--- config.mk ---
export PLATFORM = sky130hd
export DESIGN_NAME = h3_xor_hash_pipe
export DESIGN_NICKNAME = d
export VERILOG_FILES = /design/src/rtl/h3_xor_hash_pipe.sv
export SDC_FILE = /design/constraint.sdc
export NUM_CORES = 1
export LEC_CHECK = 0
export BUFFER_PORTS_ARGS = -buffer_cell sky130_fd_sc_hd__buf_2
export CORE_AREA = 2 2 192 194
export CTS_CLUSTER_SIZE = 24
export DETAILED_ROUTE_END_ITERATION = 8
export DIE_AREA = 0 0 194 196
export PLACE_DENSITY = 0.58
export SLEW_MARGIN = 20
export SYNTH_ARGS = -nofsm -noshare
export SYNTH_HDL_FRONTEND = slang
export SYNTH_SLANG_ARGS = --single-unit
export TNS_END_PERCENT = 30
--- constraint.sdc ---
create_clock -name clk -period 2.5 [get_ports clk]
set_input_delay 0 -clock clk [delete_from_list [all_inputs] [get_ports clk]]
set_output_delay 0 -clock clk [all_outputs]
set_load 0.02 [all_outputs]
--- src/rtl/h3_xor_hash_pipe.sv ---
// Two-stage pipelined H3 hash: stage 1 registers per-group partial XORs of the
// selected Q rows, stage 2 folds the partials into the final index.
module h3_xor_hash_pipe #(
    parameter int KEY_WIDTH   = 32,
    parameter int INDEX_WIDTH = 12,
    parameter int GROUP       = 8,
    parameter int CNT_WIDTH   = 32
) (
    input  logic                               clk,
    input  logic                               rst,
    input  logic [INDEX_WIDTH*KEY_WIDTH-1:0]   q_in,
    input  logic                               in_valid,
    output logic                               in_ready,
    input  logic [KEY_WIDTH-1:0]               key_in,
    output logic                               out_valid,
    input  logic                               out_ready,
    output logic [KEY_WIDTH-1:0]               key_out,
    output logic [INDEX_WIDTH-1:0]             index_out,
    output logic                               idle,
    output logic [CNT_WIDTH-1:0]               hash_count
);

    localparam int NG = KEY_WIDTH / GROUP;

    logic                             ld1;
    logic                             ld2;

    logic                             s1_valid_q;
    logic                             s1_valid_d;
    logic [KEY_WIDTH-1:0]             s1_key_q;
    logic [KEY_WIDTH-1:0]             s1_key_d;
    logic [NG-1:0][INDEX_WIDTH-1:0]   s1_part_q;
    logic [NG-1:0][INDEX_WIDTH-1:0]   s1_part_d;
    logic [NG-1:0][INDEX_WIDTH-1:0]   part_comb;

    logic                             out_valid_q;
    logic                             out_valid_d;
    logic [KEY_WIDTH-1:0]             key_out_q;
    logic [KEY_WIDTH-1:0]             key_out_d;
    logic [INDEX_WIDTH-1:0]           index_out_q;
    logic [INDEX_WIDTH-1:0]           index_out_d;
    logic [INDEX_WIDTH-1:0]           index_comb;
    logic [CNT_WIDTH-1:0]             hash_count_q;
    logic [CNT_WIDTH-1:0]             hash_count_d;

    // An empty stage always loads, so bubbles collapse even under backpressure.
    always_comb begin
        ld2 = ~out_valid_q | out_ready;
        ld1 = ~s1_valid_q | ld2;
    end

    // Each group folds GROUP selected rows into one partial, straight from key_in.
    generate
        for (genvar gi = 0; gi < NG; gi++) begin : g_part
            logic [INDEX_WIDTH-1:0] grp_xor;

            always_comb begin
                grp_xor = '0;
                for (int j = 0; j < GROUP; j++) begin
                    if (key_in[gi*GROUP + j]) begin
                        grp_xor = grp_xor ^ q_in[INDEX_WIDTH*(gi*GROUP + j) +: INDEX_WIDTH];
                    end
                end
            end

            assign part_comb[gi] = grp_xor;
        end
    endgenerate

    always_comb begin
        index_comb = '0;
        for (int g = 0; g < NG; g++) begin
            index_comb = index_comb ^ s1_part_q[g];
        end
    end

    always_comb begin
        s1_valid_d = s1_valid_q;
        s1_key_d   = s1_key_q;
        s1_part_d  = s1_part_q;
        if (ld1) begin
            s1_valid_d = in_valid;
            if (in_valid) begin
                s1_key_d  = key_in;
                s1_part_d = part_comb;
            end
        end
    end

    always_comb begin
        out_valid_d = out_valid_q;
        key_out_d   = key_out_q;
        index_out_d = index_out_q;
        if (ld2) begin
            out_valid_d = s1_valid_q;
            if (s1_valid_q) begin
                key_out_d   = s1_key_q;
                index_out_d = index_comb;
            end
        end
    end

    // Completed-handshake counter sticks at all-ones rather than wrapping.
    always_comb begin
        hash_count_d = hash_count_q;
        if (out_valid_q && out_ready && (hash_count_q != {CNT_WIDTH{1'b1}})) begin
            hash_count_d = hash_count_q + CNT_WIDTH'(1);
        end
    end

    always_ff @(posedge clk) begin
        if (rst) begin
            s1_valid_q   <= 1'b0;
            s1_key_q     <= '0;
            s1_part_q    <= '0;
            out_valid_q  <= 1'b0;
            key_out_q    <= '0;
            index_out_q  <= '0;
            hash_count_q <= '0;
        end else begin
            s1_valid_q   <= s1_valid_d;
            s1_key_q     <= s1_key_d;
            s1_part_q    <= s1_part_d;
            out_valid_q  <= out_valid_d;
            key_out_q    <= key_out_d;
            index_out_q  <= index_out_d;
            hash_count_q <= hash_count_d;
        end
    end

    assign in_ready   = ld1;
    assign out_valid  = out_valid_q;
    assign key_out    = key_out_q;
    assign index_out  = index_out_q;
    assign hash_count = hash_count_q;
    assign idle       = ~s1_valid_q & ~out_valid_q;

endmodule

Yosys cells after proc, flatten, opt, wreduce, memory -nomap -nowiden
Index checks and enable logic that the tools add are counted.
Widths: inputs -> output; s select.
{ "op_classes": {"n_addsub": 1, "n_eq_ne": 1, "mux": 32, "bitwise": 36, "n_reduce_logical": 4} }
{ "op_table": {"columns": ["operator", "n"], "rows": [
  ["$mux 12", 32],
  ["$xor 12x12->12", 31],
  ["$add 32x1->32 const B", 1],
  ["$ne 32x32->1 const B", 1],
  ["$reduce_and 2->1", 2],
  ["$logic_and 1x1->1", 2],
  ["$not 1->1", 2],
  ["$or 1x1->1", 2],
  ["$and 1x1->1", 1]
]} }
{ "totals": {"register_bits": 158, "inputBits": 420, "out_inout_bits": 79, "word_cells": 84} }

Depth between registers and ports, before layout
Gate-level depths: netlist (run 1).
{ "logic_depth": {"word_depth": 15, "ltp_mapped": 7, "mapped_depth_nobuf": 6} }

Worst setup path before layout (run 1)
Ideal clock, no wire load.
{ "synth_timing": {"kind": "register to register", "startpoint": "register hash_count_q[0], in the netlist hash_count[0]", "endpoint": "register hash_count_q[17], in the netlist hash_count[17]", "setup_time_ns": 0.070, "t_arrival_ns": 2.117, "required_ns": 2.430, "path_slack_ns": 0.313, "path_stages_with_launch": 8, "path_buffers": 1, "period_less_slack_ns": 2.187, "path_cell_list": "dfxtp_1 > ha_1 > and4_1 > and4_1 > a2111o_1 > buf_4 > or3_1 > a21oi_1"} }
{ "synth_via": {"elab_chain_cells": 2, "word_cells_on_any_way": 3, "classes_between": "add/sub (1); eq/ne (1); reduce/logical (1)"} }
{ "synth_lines": {"columns": ["element", "line_no", "text"], "rows": [
  ["from (decl)", "43", "logic [CNT_WIDTH-1:0] hash_count_q;"],
  ["from (signal assigned)", "127", "hash_count_q <= hash_count_d;"],
  ["branches (longest 2 deep; another with $add 32x1->32)", null, null]
]} }
Parallel ways; which one is timed is not known.
A chain may end at the register's enable or synchronous reset.

Worst setup path in the final report (run 1)
{ "layout_timing": {"startpoint": "register hash_count_q[0], in the netlist hash_count[0]", "endpoint": "register hash_count_q[27], in the netlist hash_count[27]"} }
The elaborated chain is that of the path after synthesis.

==> impl_metrics.tcl, run 1 <==
set metrics [dict create \
    status "completed" \
    wire_per_inst_um 16.1 \
    synth-seq-area-share_pct 29.8 \
    wirelength_um 39100 \
    yosysTopAreaCell "dfxtp_1" \
    hold_viol_final 0 \
    cts_tree "done" \
    relSlewSlack_pct 52.7 \
    hold_class "primary input to register" \
    grt_pass1_wl_um 59200 \
    finClkSkew_ns 0.0141 \
    clk_latency_ns 0.43 \
    synth-seq-cells 158 \
    cp.required_ns 2.86 \
    synth_flop_cell "dfxtp_1" \
    syn-num-nets 1890 \
    cp_max_fo 7 \
    start_util_pct 29.4 \
    p_leak_uw 0.00615 \
    min_period_ns 2.35 \
    synth.top_cell.area_share_pct 29.8 \
    die_w_um 194 \
    drv_slew 0 \
    die_h_um 196 \
    track_usage_pct 19.7 \
    vias 11300 \
    h-tree-depth 4 \
    power_density_mw_per_mm2 545 \
    dpl.hpwl_um 30800 \
    setup_violations 0 \
    vias_per_cell 4.64 \
    io_buffers 498 \
    synth.avg_cell_area_um2 7.23 \
    critPathArrivalTime_ns 2.71 \
    worstMarginPinSlew_ns 0.710 \
    numCtsBuffers 17 \
    grt_max_degree 86 \
    antenna_found_initial 1 \
    timing.hold.ws_ns 0.0140 \
    cp-start-kind "register" \
    first_iter_violations 539 \
    synth_area_mm2 0.0106 \
    detail-route-antenna-nets 0 \
    ir_drop_mv 0.348 \
    synthDistinctLibCells 40 \
    drive_above_1_share_pct 28.0 \
    end_kind "register" \
    rows 70 \
    synth_area_leaders "dfxtp_1 30%, xnor2_1 23%, nand2_1 19%" \
    critPathKind "register to register" \
    synth_edf_count 0 \
    synthCells 1469 \
    fill_cells 3869 \
    gr-total-overflow 0 \
    grt_setup_unrepaired "no" \
    core_mm2 0.0361 \
    final_common_cell "nand2_1" \
    clockBufferDepth 2 \
    max_freq_ghz 0.426 \
    areaGrowthSynthToFinish_pct 36.2 \
    cts_root_buf "clkbuf_16" \
    synthArstFlopShare_pct 0 \
    design.die.area_mm2 0.0380 \
    gp_congestion 0.915 \
    ys_warn_count 0 \
    drtPass1Iterations 5 \
    drv_cap 0 \
    cts_num_sinks 158 \
    final_cell_mix "525 x nand2_1, 497 x buf_2, 277 x xnor2_1, 158 x dfxtp_1, 97 x xor2_1" \
    io_pins 499 \
    drc 0 \
    grt_pass1_vias 11200 \
    clk_pin_slew_ns 0.07 \
    finalSetupTns_ns 0 \
    fin_crit_sh_pct 93.9 \
    fin_nets 2372 \
]
power breakdown:
| part | internal, uW | switching, uW |
|---|---|---|
| logic | 1150 | 1250 |
| clock network | 1520 | 1150 |
| registers | 2690 | 122 |
| total | 5360 | 2520 |
state kept, by name, summed over array words and instances (netlist names):
register and count:
s1_part_q 48, hash_count 32, key_out 32, s1_key_q 32, index_out 12, out_valid 1, s1_valid_q 1
stage by stage:
stage               std cells  total power [uW]  setup WS [ns]  cell area [um^2]  utilization (%)
floorplan                1469              4410          0.313             10600                -
global placement         2367              5250          0.181             13500             37.5
detailed placement       2367              5260          0.136             13500             37.5
CTS                      2431              8010          0.108             14500             40.1
global route             2433              8320         0.0217             14500             40.1
finish                   2433              7890          0.152             14500             40.1
area by class of cell:
| class | count | area, um^2 | share of cell area (%) |
|---|---|---|---|
| Sequential cell | 158 | 3160 | 21.9 |
| Inverter | 6 | 22.5 | 0.156 |
| Clock inverter | 13 | 153 | 1.06 |
| Multi-Input combinational cell | 1225 | 7140 | 49.4 |
| Clock buffer | 19 | 443 | 3.06 |
| Tap cell | 468 | 586 | 4.05 |
| Timing Repair Buffer | 543 | 2950 | 20.4 |
| Antenna cell | 1 | 2.50 | 0.0173 |
what timing repair did:
action	CTS	global route
setup endpoints to repair	0	4
hold buffers	32	0
gates resized for setup	0	0
setup buffers	0	1
endpoints found under the hold margin	32	0
worst paths after layout:
check	start	end	slack (ns)	depth (start not counted)
worst min register to register	key_out[20]	key_out[20]	0.45	2
worst min-delay path	key_in[20]	s1_key_q[20]	0.01	3
worst max register to register	hash_count[0]	hash_count[27]	0.15	7
worst max-delay path	hash_count[0]	hash_count[27]	0.15	7
critical path, cell delays in order, from the launching register on:
cell	delay, ns
dfxtp_1	0.34
ha_1	0.25
and4_1	0.23
and4_1	0.24
a2111o_1	0.50
buf_4	0.19
or4_1	0.39
a21oi_1	0.14
synthesized netlist by cell type, types with 2 or more instances:
cell type,number
and4_1,6
nor4_1,2
clkbuf_1,72
nand4_1,6
inv_1,6
or3_1,15
dfxtp_1,158
xnor2_1,277
a21oi_1,93
o21ai_1,6
o21ai_0,9
nand2b_1,3
nand3_1,11
nor2b_1,3
buf_1,6
xor2_1,97
nand2_1,525
o31ai_1,12
and2_1,2
or4_1,11
nor2_1,71
a211oi_1,60
routing by layer:
metal  up-vias  share of wire, %  wire [um]  GRT usage [%]
met4         0               3.0       1160           7.74
li1       5675                 -          -              -
met2       369                49      19000           34.1
met1      5173                42      16600           24.2
met5         -                 0          0              0
met3        68               5.8       2270           3.68
cell families after synthesis:
family,share of synthesized area (%)
AO/OA/AOI/OAI,10.6
XOR/XNOR,30.8
adder cells (fa/ha/maj),0.118
buffers and inverters,3.09
flip-flops,29.8
multiplexers,0.200
AND/OR/NAND/NOR,25.4
(Power assumes the default switching activity.)
==> inputs of run 2 (changes only) <==
--- a/config.mk
+++ b/config.mk
@@ -11,6 +11,7 @@
 export DETAILED_ROUTE_END_ITERATION = 8
 export DIE_AREA = 0 0 194 196
 export PLACE_DENSITY = 0.58
+export RECOVER_POWER = 25
 export SLEW_MARGIN = 20
 export SYNTH_ARGS = -nofsm -noshare
 export SYNTH_HDL_FRONTEND = slang
==> impl_metrics.tcl, run 2 (synthesis results as in run 1) <==
set metrics [dict create \
    status "completed" \
    finalSetupTns_ns 0 \
    hold_class "primary input to register" \
    dpl.hpwl_um 30800 \
    cp.required_ns 2.85 \
    final_cell_mix "525 x nand2_1, 438 x buf_2, 277 x xnor2_1, 158 x dfxtp_1, 97 x xor2_1" \
    wirelength_um 39100 \
    relSlewSlack_pct 53.0 \
    largest_reg_flops 48 \
    reg2reg_slack_ns 0.15 \
    crit_top_cell "and4_1" \
    min_period_ns 2.35 \
    r2r_start "hash_count[0]" \
    cts_num_sinks 158 \
    r2r-end "hash_count[27]" \
    grt_pass1_wl_um 59200 \
    vias 11300 \
    vias_per_cell 4.66 \
    worst-path-buf-inv 1 \
    cp_slowest_cell "a2111o_1" \
    power_density_mw_per_mm2 548 \
    setup_violations 0 \
    power.total_uw 7880 \
    critPathKind "register to register" \
    cp-endpoint "hash_count[27]" \
    clk_latency_ns 0.43 \
    clk_pin_slew_ns 0.07 \
    die_h_um 196 \
    end_kind "register" \
    critPathLaunch "hash_count[0]" \
    finClkSkew_ns 0.0185 \
    grt_max_degree 86 \
    grt_pass1_vias 11200 \
    start_util_pct 29.4 \
    drtPass1Iterations 5 \
    max_freq_ghz 0.426 \
    die_w_um 194 \
    io_buffers 498 \
    drc 0 \
    io_pins 499 \
    path_depth 7 \
    drive_above_1_share_pct 24.9 \
    core_mm2 0.0361 \
    reg2reg_depth 7 \
    numCtsBuffers 17 \
    wire_per_inst_um 16.1 \
    track_usage_pct 19.7 \
    cp_max_fo 7 \
    h-tree-depth 4 \
    cp-start-kind "register" \
    path_delay_family "simple AND/OR/NAND/NOR gates" \
    worstMarginPinSlew_ns 0.705 \
    critPathArrivalTime_ns 2.70 \
    gr-total-overflow 0 \
    cts_tree "done" \
    drv_slew 0 \
    p_leak_uw 0.00590 \
    hold_viol_final 0 \
    gp_congestion 0.915 \
    crit_chain "ha_1 -> and4_1 -> and4_1 -> a2111o_1 -> buf_4 -> or4_1 -> a21oi_1" \
    areaGrowthSynthToFinish_pct 35.5 \
    ir_drop_mv 0.347 \
    first_iter_violations 521 \
    detail-route-antenna-nets 0 \
    design.die.area_mm2 0.0380 \
    antenna_found_initial 1 \
    drv_cap 0 \
    clockBufferDepth 2 \
    fill_cells 3892 \
    fin_nets 2372 \
    regMostFlops "s1_part_q" \
    final_common_cell "nand2_1" \
    critPathMaxStageDelay_ns 0.50 \
    grt_setup_unrepaired "no" \
    rows 70 \
    cts_root_buf "clkbuf_16" \
    fin_crit_sh_pct 94.0 \
]
[run 2: cell types whose count changed in the layout (fill, tap and decap cells not counted)]
| cell | before | now |
|---|---|---|
| buf_2 | 497 | 438 |
| clkbuf_1 | 1 | 60 |
[run 2: how the worst min path moves through the flow]
stage	from	end	cells past startpoint
after global placement	in_valid	s1_valid_q	3
after CTS	key_in[20]	s1_key_q[20]	3
after detailed placement	in_valid	s1_valid_q	3
after global routing	key_in[20]	s1_key_q[20]	3
after floorplan	in_valid	s1_valid_q	2
final	key_in[20]	s1_key_q[20]	3
[run 2: layer usage]
metal  share of wire, %  track usage (%)  up-vias
li1                   -                -     5683
met1                 43             24.2     5219
met2                 49             34.1      359
met3                5.7             3.68       69
met4                3.0             7.74        0
met5                  0                0        -
[run 2: layout make-up]
cell class                 instances  area [um^2]  share of cell area [%]
antenna                            1         2.50                  0.0174
clock buffer                      19          443                    3.08
clock inverter                    13          153                    1.06
inverter                           6         22.5                   0.157
multi-input combinational       1225         7140                    49.6
sequential                       158         3160                    22.0
tap                              468          586                    4.07
timing repair buffer             543         2880                    20.0
[run 2: worst reg2reg max path: stages, from the launching register on]
cell	delay, ns
dfxtp_1	0.34
ha_1	0.24
and4_1	0.23
and4_1	0.24
a2111o_1	0.50
buf_4	0.19
or4_1	0.39
a21oi_1	0.14
[run 2: through the flow]
| stage | util, % | instances | setup slack, ns | instance area [um^2] | hold slack (ns) |
|---|---|---|---|---|---|
| floorplan | - | 1469 | 0.313 | 10600 | 0.117 |
| global placement | 37.5 | 2367 | 0.181 | 13500 | 0.250 |
| detailed placement | 37.5 | 2367 | 0.136 | 13500 | 0.261 |
| CTS | 40.1 | 2431 | 0.108 | 14500 | 0.00000361 |
| global route | 39.9 | 2433 | 0.0217 | 14400 | 0.0213 |
| finish | 39.9 | 2433 | 0.151 | 14400 | 0.0167 |
[run 2: what timing repair did]
action	CTS	global route
setup endpoints to repair	0	4
hold buffers	32	0
gates resized for setup	0	0
endpoints found under the hold margin	32	0
buffers inserted	0	1
[run 2: power breakdown]
group | leakage, uW | switching, uW | internal, uW | total, uW
sequential | 0.00130 | 122 | 2690 | 2810
combinational | 0.00433 | 1250 | 1140 | 2390
clock | 0.000282 | 1160 | 1520 | 2680
total | 0.00590 | 2530 | 5350 | 7880
